===== src/rtl/swap_sequencer.sv =====
// Command front-end for the 4-register crossbar swap datapath: buffers LOAD/SWAP commands and sequences Data/RinExt/Extern/w.
// Optional status outputs (o_cmd_count, o_drop_err) are built when SWAP_SEQ_STATUS_EN is defined.
module swap_sequencer #(
  parameter int DEPTH    = 2,
  parameter int SWAP_GAP = 3
) (
  input  logic       i_clk,
  input  logic       i_rst,
  input  logic       i_cmd_valid,
  output logic       o_cmd_ready,
  input  logic [1:0] i_cmd_op,
  input  logic [1:0] i_cmd_reg,
  input  logic [7:0] i_cmd_data,
  output logic [7:0] o_data,
  output logic [1:4] o_rin_ext,
  output logic       o_extern,
  output logic       o_w,
  output logic       o_busy,
  output logic       o_done
`ifdef SWAP_SEQ_STATUS_EN
  ,
  output logic [15:0] o_cmd_count,
  output logic        o_drop_err
`endif
);

  localparam int AW = $clog2(DEPTH);
  localparam int CW = $clog2(SWAP_GAP) + 1;

  localparam logic [1:0] OP_LOAD = 2'b01;
  localparam logic [1:0] OP_SWAP = 2'b10;

  localparam logic [1:0] ST_IDLE      = 2'd0;
  localparam logic [1:0] ST_LOAD      = 2'd1;
  localparam logic [1:0] ST_SWAP_W    = 2'd2;
  localparam logic [1:0] ST_SWAP_WAIT = 2'd3;

  localparam logic [AW:0]   CNT_FULL = (AW + 1)'(DEPTH);
  localparam logic [CW-1:0] GAP_INIT = CW'(SWAP_GAP - 1);

  logic [11:0]   r_mem [DEPTH];
  logic [AW-1:0] r_wr_ptr;
  logic [AW-1:0] r_rd_ptr;
  logic [AW:0]   r_count;

  logic [1:0]    r_state;
  logic [CW-1:0] r_gap_cnt;
  logic [1:0]    r_cmd_reg;
  logic [7:0]    r_cmd_data;

  logic [7:0]    r_data;
  logic [1:4]    r_rin_ext;
  logic          r_extern;
  logic          r_w;
  logic          r_busy;
  logic          r_done;

  logic          w_full;
  logic          w_empty;
  logic          w_push;
  logic          w_pop;
  logic [11:0]   w_head;
  logic [1:0]    w_head_op;
  logic [1:0]    w_head_reg;
  logic [7:0]    w_head_data;
  logic [1:0]    w_state_next;
  logic [CW-1:0] w_gap_next;
  logic          w_load_cmd;
  logic          w_done_next;
  logic [1:4]    w_onehot;

  assign w_full      = (r_count == CNT_FULL);
  assign w_empty     = (r_count == '0);
  assign w_push      = i_cmd_valid && !w_full;
  assign w_pop       = (r_state == ST_IDLE) && !w_empty;
  assign w_head      = r_mem[r_rd_ptr];
  assign w_head_op   = w_head[11:10];
  assign w_head_reg  = w_head[9:8];
  assign w_head_data = w_head[7:0];

  // Storage is not reset; the async reset flushes by clearing the pointers and count.
  always_ff @(posedge i_clk) begin
    if (w_push) begin
      r_mem[r_wr_ptr] <= {i_cmd_op, i_cmd_reg, i_cmd_data};
    end
  end

  always_ff @(posedge i_clk or posedge i_rst) begin
    if (i_rst) begin
      r_wr_ptr <= '0;
      r_rd_ptr <= '0;
      r_count  <= '0;
    end else begin
      if (w_push) begin
        r_wr_ptr <= r_wr_ptr + AW'(1);
      end
      if (w_pop) begin
        r_rd_ptr <= r_rd_ptr + AW'(1);
      end
      case ({w_push, w_pop})
        2'b10:   r_count <= r_count + (AW + 1)'(1);
        2'b01:   r_count <= r_count - (AW + 1)'(1);
        default: r_count <= r_count;
      endcase
    end
  end

  always_comb begin
    w_state_next = r_state;
    w_gap_next   = r_gap_cnt;
    w_load_cmd   = 1'b0;
    case (r_state)
      ST_IDLE: begin
        if (!w_empty) begin
          case (w_head_op)
            OP_LOAD: begin
              w_state_next = ST_LOAD;
              w_load_cmd   = 1'b1;
            end
            OP_SWAP: w_state_next = ST_SWAP_W;
            default: w_state_next = ST_IDLE;
          endcase
        end
      end
      ST_LOAD: w_state_next = ST_IDLE;
      ST_SWAP_W: begin
        w_state_next = ST_SWAP_WAIT;
        w_gap_next   = GAP_INIT;
      end
      ST_SWAP_WAIT: begin
        if (r_gap_cnt == '0) begin
          w_state_next = ST_IDLE;
        end else begin
          w_gap_next = r_gap_cnt - CW'(1);
        end
      end
      default: w_state_next = ST_IDLE;
    endcase
  end

  always_ff @(posedge i_clk or posedge i_rst) begin
    if (i_rst) begin
      r_state    <= ST_IDLE;
      r_gap_cnt  <= '0;
      r_cmd_reg  <= '0;
      r_cmd_data <= '0;
    end else begin
      r_state   <= w_state_next;
      r_gap_cnt <= w_gap_next;
      if (w_load_cmd) begin
        r_cmd_reg  <= w_head_reg;
        r_cmd_data <= w_head_data;
      end
    end
  end

  genvar gi;
  generate
    for (gi = 0; gi < 4; gi++) begin : g_onehot
      assign w_onehot[gi+1] = (r_cmd_reg == 2'(gi));
    end
  endgenerate

  assign w_done_next = (r_state == ST_LOAD) ||
                       ((r_state == ST_SWAP_WAIT) && (r_gap_cnt == '0));

  // Outputs are registered from the current state, so they trail the state by one cycle.
  always_ff @(posedge i_clk or posedge i_rst) begin
    if (i_rst) begin
      r_data    <= '0;
      r_rin_ext <= '0;
      r_extern  <= 1'b0;
      r_w       <= 1'b0;
      r_busy    <= 1'b0;
      r_done    <= 1'b0;
    end else begin
      if (r_state == ST_LOAD) begin
        r_data <= r_cmd_data;
      end
      r_rin_ext <= (r_state == ST_LOAD) ? w_onehot : 4'b0000;
      r_extern  <= (r_state == ST_LOAD);
      r_w       <= (r_state == ST_SWAP_W);
      r_busy    <= (r_state != ST_IDLE) || !w_empty;
      r_done    <= w_done_next;
    end
  end

  assign o_cmd_ready = !w_full;
  assign o_data      = r_data;
  assign o_rin_ext   = r_rin_ext;
  assign o_extern    = r_extern;
  assign o_w         = r_w;
  assign o_busy      = r_busy;
  assign o_done      = r_done;

`ifdef SWAP_SEQ_STATUS_EN
  logic [15:0] r_cmd_count;
  logic        r_drop_err;
  logic        w_drop;

  assign w_drop = w_pop && (w_head_op != OP_LOAD) && (w_head_op != OP_SWAP);

  always_ff @(posedge i_clk or posedge i_rst) begin
    if (i_rst) begin
      r_cmd_count <= '0;
      r_drop_err  <= 1'b0;
    end else begin
      if (w_done_next) begin
        r_cmd_count <= r_cmd_count + 16'd1;
      end
      if (w_drop) begin
        r_drop_err <= 1'b1;
      end
    end
  end

  assign o_cmd_count = r_cmd_count;
  assign o_drop_err  = r_drop_err;
`endif

endmodule


===== config.mk =====
export PLATFORM = sky130hd
export DESIGN_NAME = swap_sequencer
export DESIGN_NICKNAME = d
export VERILOG_FILES = /design/src/rtl/swap_sequencer.sv
export SDC_FILE = /design/constraint.sdc
export NUM_CORES = 1
export LEC_CHECK = 0
export CAP_MARGIN = 5
export CELL_PAD_IN_SITES_DETAIL_PLACEMENT = 0
export CELL_PAD_IN_SITES_GLOBAL_PLACEMENT = 1
export CORE_MARGIN = 2
export CORE_UTILIZATION = 40
export CTS_CLUSTER_DIAMETER = 200
export CTS_CLUSTER_SIZE = 10
export DETAILED_ROUTE_END_ITERATION = 12
export PLACE_DENSITY = 0.75
export SYNTH_ARGS = -nofsm -noshare
export SYNTH_HDL_FRONTEND = slang
export SYNTH_SLANG_ARGS = --single-unit

===== constraint.sdc =====
create_clock -name i_clk -period 5 [get_ports i_clk]
set_input_delay 1.5 -clock i_clk [delete_from_list [all_inputs] [get_ports i_clk]]
set_output_delay 1.5 -clock i_clk [all_outputs]
set_load 0.005 [all_outputs]

Word-level counts from Yosys, hierarchy flattened
Memories as Yosys holds them, arrays and structs flattened.
Cells that the tools add are included.
{"block": "word_totals", "ram_bits": 24, "out_inout_bits": 17, "reg_bits": 35, "inputBits": 15, "memories": 1, "wordCells": 62}
{"block": "classes", "eq_ne": 14, "reduce_logical": 16, "addsub": 5, "muxes": 13}
{"name": "r_mem", "words": 2, "word_bits": 12, "rd": 1, "rd_ports_with_merged_regs": 0, "wr": 1, "line_no": "41", "text": "logic [11:0] r_mem [DEPTH];"}
{"op": "$eq A2 B2 Y1 const B", "n": 7}
{"op": "$eq A2 B1 Y1 const B", "n": 4}
{"op": "$pmux W2 S2", "n": 2}
{"op": "$pmux W2 S4", "n": 1}
{"op": "$logic_not A2 Y1", "n": 3}
{"op": "$ne A2 B2 Y1 const B", "n": 3}
{"op": "$pmux W3 S2", "n": 1}
{"op": "$reduce_bool A2 Y1", "n": 3}
{"op": "$mux W1", "n": 5}
{"op": "$mux W2", "n": 2}
{"op": "$mux W4", "n": 1}
{"op": "$reduce_and A2 Y1", "n": 2}
{"op": "$logic_and A1 B1 Y1", "n": 3}
{"op": "$logic_not A3 Y1", "n": 1}
{"op": "$mux W3", "n": 1}
{"op": "$sub A3 B1 Y3 const B", "n": 1}
{"op": "$add A1 B1 Y1 const B", "n": 2}
{"op": "$add A2 B1 Y2 const B", "n": 1}
{"op": "$logic_not A1 Y1", "n": 2}
{"op": "$logic_or A1 B1 Y1", "n": 2}
{"op": "$sub A2 B1 Y2 const B", "n": 1}

Depth between registers and ports, before layout
Gate-level depths: netlist of run 1.
{"block": "logic_depth", "word_depth": 5, "ltp_mapped": 6, "depth_no_buf": 6}

Worst setup path before layout of run 1
No wires, ideal clock.
{"block": "synth_path", "path_kind": "in2reg", "startpoint": "input i_cmd_valid", "endpoint": "memory r_mem[0][0], enable pin", "required_time_ns": 4.620, "stages": 2, "setup_time_ns": 0.380, "slack_ns": 2.496, "n_path_buf": 0, "arrival_time_ns": 2.123, "path_cell_list": "nand2_1 -> nor2_1"}
{"block": "synth_via", "elab_chain_cells": 3}
{"item": "start, declared", "line_no": "9", "text": "input logic i_cmd_valid,"}
{"item": "$logic_and A1 B1 Y1", "line_no": "74", "text": "assign w_push = i_cmd_valid && !w_full;"}
{"item": "$mux W1", "line_no": "83", "text": "if (w_push) begin"}
{"item": "$mux W1 (implied by the code)", "line_no": "84", "text": "r_mem[r_wr_ptr] <= {i_cmd_op, i_cmd_reg, i_cmd_data};"}
{"item": "end, declared", "line_no": "41"}
Every way passes these cells.

Final worst setup path of run 1
{"block": "layout_path", "startpoint": "register r_count[0]", "endpoint": "output o_cmd_ready"}
{"block": "layout_via", "elab_chain_cells": 2}
{"item": "start, declared", "line_no": "44", "text": "logic [AW:0] r_count;"}
{"item": "start signal, assigned", "line_no": "101", "text": "2'b10: r_count <= r_count + (AW + 1)'(1);"}
{"item": "start signal, assigned", "line_no": "102", "text": "2'b01: r_count <= r_count - (AW + 1)'(1);"}
{"item": "start signal, assigned", "line_no": "103", "text": "default: r_count <= r_count;"}
{"item": "$eq A2 B2 Y1", "line_no": "72", "text": "assign w_full = (r_count == CNT_FULL);"}
{"item": "$logic_not A1 Y1", "line_no": "188", "text": "assign o_cmd_ready = !w_full;"}
{"item": "end, declared", "line_no": "10", "text": "output logic o_cmd_ready,"}
Every way passes these cells.

==> flow_summary.ini, run 1 <==
[global_route]
grt_pass1_wl_um = 6010
grt_pass1_vias = 1286
grt_remaining_overflow = 0
antenna_found_initial = 0
grt_usage_pct = 13.4
grt_max_degree = 36

[status]
status = complete, no violations

[power_and_ir_drop]
p_seq_share_pct = 45.5
switching_power_mw = 0.501
pwr_density_cell_mw_per_mm2 = 623
total_power_mw = 1.78
share_comb_of_total_power_pct = 28.6
p_leak_nw = 1.14
p_int_mw = 1.28
sw_frac_of_total_pct = 28.2
peakVddDrop_v = 0.000274
p_clk_share_pct = 25.9

[timing]
tightestPinTransition_ns = 1.04
fin_crit_sh_pct = 58.8
setup_tns_ns = 0
fmax_mhz = 340
fin_skew_ns = 0.00769
final.min_clock_period_ns = 2.94
final_max_slew_viol_count = 0
rsz0062_at_grt = false
hold_viol_final = 0
slew_headroom_pct = 30.6
setup_viol = 0

[yosys]
async_flop_share_pct = 59.3
yosysMostFrequentCell = dfrtp_1
postSynthCellCount = 138
synth_top_area_cell = dfrtp_1
ys_warn_count = 0
synthDistinctLibCells = 27
synth-seq-cells = 59
synth.area.top_cells = dfrtp_1 39%, edfxtp_1 32%, mux2_2 14%
syn_avg_cell_area_sq_um = 16.3
netlist_top_cells_count = 35 x dfrtp_1, 28 x mux2_2, 24 x edfxtp_1, 7 x inv_1, 7 x nor2_1
syn-num-nets = 156
ys.flop_type = dfrtp_1
synth.yosys.seq_area_share_pct = 70.8
syn_area_sq_mm = 0.00225
synth-edff-count = 24
synth_top_area_share_pct = 38.8

[place]
place_congestion = 0.725
hpwlAfterDp_um = 2490
io_buffers = 31

[setup_path]
crit_buf_inv = 1
critPathRequiredTime_ns = 3.50
cp_top_family = buffers and inverters
path_max_fanout = 5
cp.arrival_ns = 1.44
crit_cells = 2
crit_slowest_cell = clkdlybuf4s50_1
endpoint_kind = primary output
cp_cell_sequence = nand2b_1 > clkdlybuf4s50_1
cpPeakStageDelay_ns = 0.51
crit_type = flip-flop to primary output
reg2regPathDepth = 3
worstSetupStartpointType = flip-flop

[detailed_routing]
drc = 0
routed_wirelength_um = 3610
via_per_inst = 4.70
drt_iter0_drc = 57
drtPass1Iterations = 2
via_count = 1198
wl_per_cell_um = 14.1
final_antenna_net_count = 0

[clock_network]
root_buffer = clkbuf_8
htree_num_levels = 3
cts_setup_buffers = 0
cts_tree = done
ctsResizeCount = 0
cts.sinks = 59
clk_path_buf_depth = 2
ctsHoldBuffers = 0
numCtsBuffers = 9
clk_latency_ns = 0.32
clk_pin_slew_ns = 0.07

[cells_and_area]
diodes = 0
drive_gt1_share_pct = 26.2
nNetsFinal = 196
fill_cells = 491
largest_reg_flops = 24
area_growth_pct = 26.4
top_register = r_mem

[floorplan]
die_y_um = 79.1
die_area_sq_mm = 0.00625
die_x_um = 79.1
coreArea_sq_mm = 0.00547
floorplan.initialDensity_pct = 41.2
ioPinCount = 32
rows = 27

[min_path]
hold_path_class = flip-flop to flip-flop
min_path_cells = 1

[job]
cap_violations = 0
-- power groups by stage --
| stage | Sequential (mW) | Clock, mW | Combinational [mW] |
|---|---|---|---|
| 5_1_grt | 0.835 | 0.493 | 0.561 |
| 4_1_cts | 0.811 | 0.470 | 0.522 |
| 3_3_place_gp | 0.812 | 0 | 0.497 |
| 3_5_place_dp | 0.821 | 0 | 0.518 |
| 6_report | 0.809 | 0.460 | 0.508 |
| 2_1_floorplan | 0.777 | 0 | 0.357 |
-- placed cells by master (no fill, tap or decap), drive strengths merged --
| master | n |
|---|---|
| dfrtp | 35 |
| clkdlybuf4s50 | 31 |
| o21ai | 2 |
| a21o | 1 |
| bufinv | 2 |
| nor4 | 1 |
| inv | 7 |
| xnor2 | 3 |
| o21bai | 1 |
| buf | 1 |
| nor2 | 7 |
| a22oi | 1 |
| o22ai | 1 |
| clkbuf | 9 |
| and3 | 2 |
| nor2b | 3 |
| nand2b | 1 |
| clkinvlp | 2 |
| ha | 3 |
| or3b | 1 |
| a211oi | 1 |
| edfxtp | 24 |
| xor2 | 2 |
| clkinv | 3 |
| mux2 | 28 |
| or4 | 1 |
| a21bo | 1 |
| nand2 | 6 |
| nand3b | 1 |
| a32oi | 2 |
-- routing by layer --
| metal | global-route usage, % | vias up | share of wire [%] |
|---|---|---|---|
| li1 | - | 577 | - |
| met3 | 3.52 | 10 | 3.2 |
| met1 | 15.6 | 585 | 45 |
| met4 | 9.83 | 0 | 2.8 |
| met5 | 0 | - | 0 |
| met2 | 21.4 | 26 | 49 |
-- path summary, 6_finish.rpt --
kind                                          start                        end  slack [ns]
max in group asynchronous                     i_rst     r_state[0]$_DFFE_PP0P_        3.10
hold reg to reg            r_cmd_reg[1]$_DFFE_PP0P_     o_rin_ext[2]$_DFF_PP0_        0.49
setup reg to reg               r_rd_ptr$_DFFE_PP0P_  r_cmd_data[4]$_DFFE_PP0P_        2.84
setup / recovery             r_count[0]$_DFFE_PP0P_                o_cmd_ready        2.06
hold / removal             r_cmd_reg[1]$_DFFE_PP0P_     o_rin_ext[2]$_DFF_PP0_        0.49
min in group asynchronous                     i_rst   r_gap_cnt[1]$_DFFE_PP0P_        1.59
-- final cells by class --
type / count / area, sq um / area share [%]
multi-input cells: 69 / 603 / 21.2
inverters: 7 / 26.3 / 0.922
clock inverters: 7 / 92.6 / 3.25
clock buffers: 9 / 124 / 4.35
flip-flops and latches: 59 / 1600 / 56.0
well taps: 72 / 90.1 / 3.16
repair buffers: 32 / 318 / 11.2
-- through the flow --
stage,hold WS (ns),util (%),setup WS [ns],instance area (sq um),instances
finish,0.495,52.1,2.06,2850,255
global route,0.522,52.1,2.00,2850,255
CTS,0.495,52.1,2.03,2850,255
detailed placement,0.487,48.1,1.70,2630,239
global placement,0.478,48.1,1.81,2630,239
floorplan,0.451,-,2.50,2250,138
-- cell families (layout without fill, tap and decap cells) --
logic type / count (synthesis) / after routing / share of synthesized area, %
AND/OR/NAND/NOR: 23 / 23 / 5.27
AO/OA/AOI/OAI: 10 / 10 / 3.89
multiplexers: 28 / 28 / 14.0
flip-flops: 59 / 59 / 70.8
adder cells (fa/ha/maj): 3 / 3 / 1.66
buffers and inverters: 10 / 55 / 2.44
XOR/XNOR: 5 / 5 / 1.94
(Power assumes the default switching activity.)
==> run 2, diff against run 1 <==
Settings changed: PLACE_DENSITY 0.75 to 0.78.
Clock period 5 ns to 2.4 ns, I/O delays scaled along.
==> flow_summary.ini, run 2 (synthesis results as in run 1) <==
[power_and_ir_drop]
p_leak_nw = 1.15
switching_power_mw = 1.01
pwr_density_cell_mw_per_mm2 = 1260
share_comb_of_total_power_pct = 31.3
peakVddDrop_v = 0.000443
p_clk_share_pct = 22.7
p_int_mw = 2.56
p_seq_share_pct = 46.1
sw_frac_of_total_pct = 28.2

[setup_path]
reg2regPathDepth = 3
reg2reg_from = r_mem[0][11]$_DFFE_PP_
reg2reg_to = r_cmd_data[2]$_DFFE_PP0P_
endpoint_kind = primary output
path_max_fanout = 5
critPathRequiredTime_ns = 1.68
crit_type = flip-flop to primary output
worstSetupStartpointType = flip-flop
cp.arrival_ns = 1.46
regToRegSetupSlack_ns = 0.56

[clock_network]
cts_tree = done
htree_num_levels = 3
clk_latency_ns = 0.33
ctsResizeCount = 0
clk_path_buf_depth = 2
numCtsBuffers = 9
cts_setup_buffers = 0
root_buffer = clkbuf_8
clk_pin_slew_ns = 0.06
cts.sinks = 59
ctsHoldBuffers = 0

[global_route]
grt_pass1_wl_um = 5910
grt_remaining_overflow = 0
grt_pass1_vias = 1253
grt_max_degree = 36
antenna_found_initial = 0
grt_usage_pct = 13.0

[timing]
setup_viol = 0
hold_viol_final = 0
fmax_mhz = 458
final_max_slew_viol_count = 0
setup_tns_ns = 0
final.min_clock_period_ns = 2.18
rsz0062_at_grt = false
fin_crit_sh_pct = 91.0
tightestPinTransition_ns = 0.549
fin_skew_ns = 0.00679
slew_headroom_pct = 63.3

[cells_and_area]
fin_area_sq_mm = 0.00284
nNetsFinal = 199
layout_common_cells = 35 x dfrtp_1, 31 x clkdlybuf4s50_1, 28 x mux2_2, 24 x edfxtp_1, 12 x clkbuf_8
fill_cells = 474
drive_gt1_share_pct = 26.9
final_common_cell = dfrtp_1
top_register = r_mem
largest_reg_flops = 24
area_growth_pct = 25.9
diodes = 0

[min_path]
min_path_cells = 1
min_from = r_cmd_reg[1]$_DFFE_PP0P_
hold_path_class = flip-flop to flip-flop
hold_end = o_rin_ext[2]$_DFF_PP0_

[detailed_routing]
via_count = 1202
drc = 0
via_per_inst = 4.66
final_antenna_net_count = 0
routed_wirelength_um = 3380
wl_per_cell_um = 13.1
drtPass1Iterations = 4
drt_iter0_drc = 59

[floorplan]
floorplan.initialDensity_pct = 41.2
ioPinCount = 32
die_area_sq_mm = 0.00625
die_y_um = 79.1
die_x_um = 79.1
rows = 27
coreArea_sq_mm = 0.00547

[status]
status = complete, no violations

[place]
hpwlAfterDp_um = 2350
placed_cell_area_sq_mm = 0.00266
io_buffers = 31
place_congestion = 0.672

[job]
cap_violations = 0
## run 2: cell count changes in the layout (fill, tap and decap cells not counted)
cell,previous run,this run
clkinv_2,1,2
clkbuf_1,0,2
bufinv_16,2,0
clkinv_1,1,0
clkinv_4,1,0
buf_4,1,4
clkinvlp_4,2,0
clkbuf_8,9,12
## run 2: routing by layer
layer  routed length [um]  up-vias  GRT usage (%)
met5                    0        -              0
met2                 1540       29           18.2
li1                     -      584              -
met4                  116        0           11.4
met3                  123        8           3.30
met1                 1590      581           16.5
## run 2: worst max path at each step
stage,from,endpoint,cells past startpoint
floorplan,r_rd_ptr$_DFFE_PP0P_,r_cmd_data[0]$_DFFE_PP0P_,3
global placement,i_cmd_valid,r_mem[1][6]$_DFFE_PP_,2
detailed placement,i_cmd_valid,r_mem[1][5]$_DFFE_PP_,2
CTS,r_count[0]$_DFFE_PP0P_,o_cmd_ready,2
global route,r_count[0]$_DFFE_PP0P_,o_cmd_ready,2
finish,r_count[0]$_DFFE_PP0P_,o_cmd_ready,2
## run 2: critical path, stage by stage, from the launching register on
cell	delay, ns
dfrtp_1	0.43
nand2b_1	0.18
clkdlybuf4s50_1	0.53
## run 2: through the flow
stage	std cells	power [mW]	hold slack [ns]	util (%)	setup WS (ns)
after CTS	258	3.62	0.489	51.9	0.191
after global placement	242	2.75	0.478	48.5	0.344
after global routing	258	3.82	0.516	51.9	0.147
final	258	3.57	0.485	51.9	0.216
after detailed placement	242	2.80	0.483	48.5	0.316
after floorplan	138	2.36	0.451	-	0.618
## run 2: area by class of cell
class / count / area (sq um) / share of cell area (%)
sequential: 59 / 1600 / 56.2
multi-input combinational: 69 / 603 / 21.2
timing repair buffer: 35 / 340 / 12.0
clock buffer: 14 / 173 / 6.08
tap: 72 / 90.1 / 3.17
inverter: 7 / 26.3 / 0.926
clock inverter: 2 / 10.0 / 0.353
## run 2: power by group through the flow
stage / clock network, mW / logic [mW] / registers [mW]
2_1_floorplan: 0 / 0.745 / 1.62
3_3_place_gp: 0 / 1.09 / 1.65
3_5_place_dp: 0 / 1.13 / 1.67
4_1_cts: 0.833 / 1.14 / 1.65
5_1_grt: 0.871 / 1.25 / 1.70
6_report: 0.809 / 1.12 / 1.65
==> run 3, diff against run 2 <==
Settings changed: CTS_CLUSTER_SIZE 10 to unset.
==> results of run 3 <==
Same layout as run 2: the final DEF is identical, and so are final timing and power.
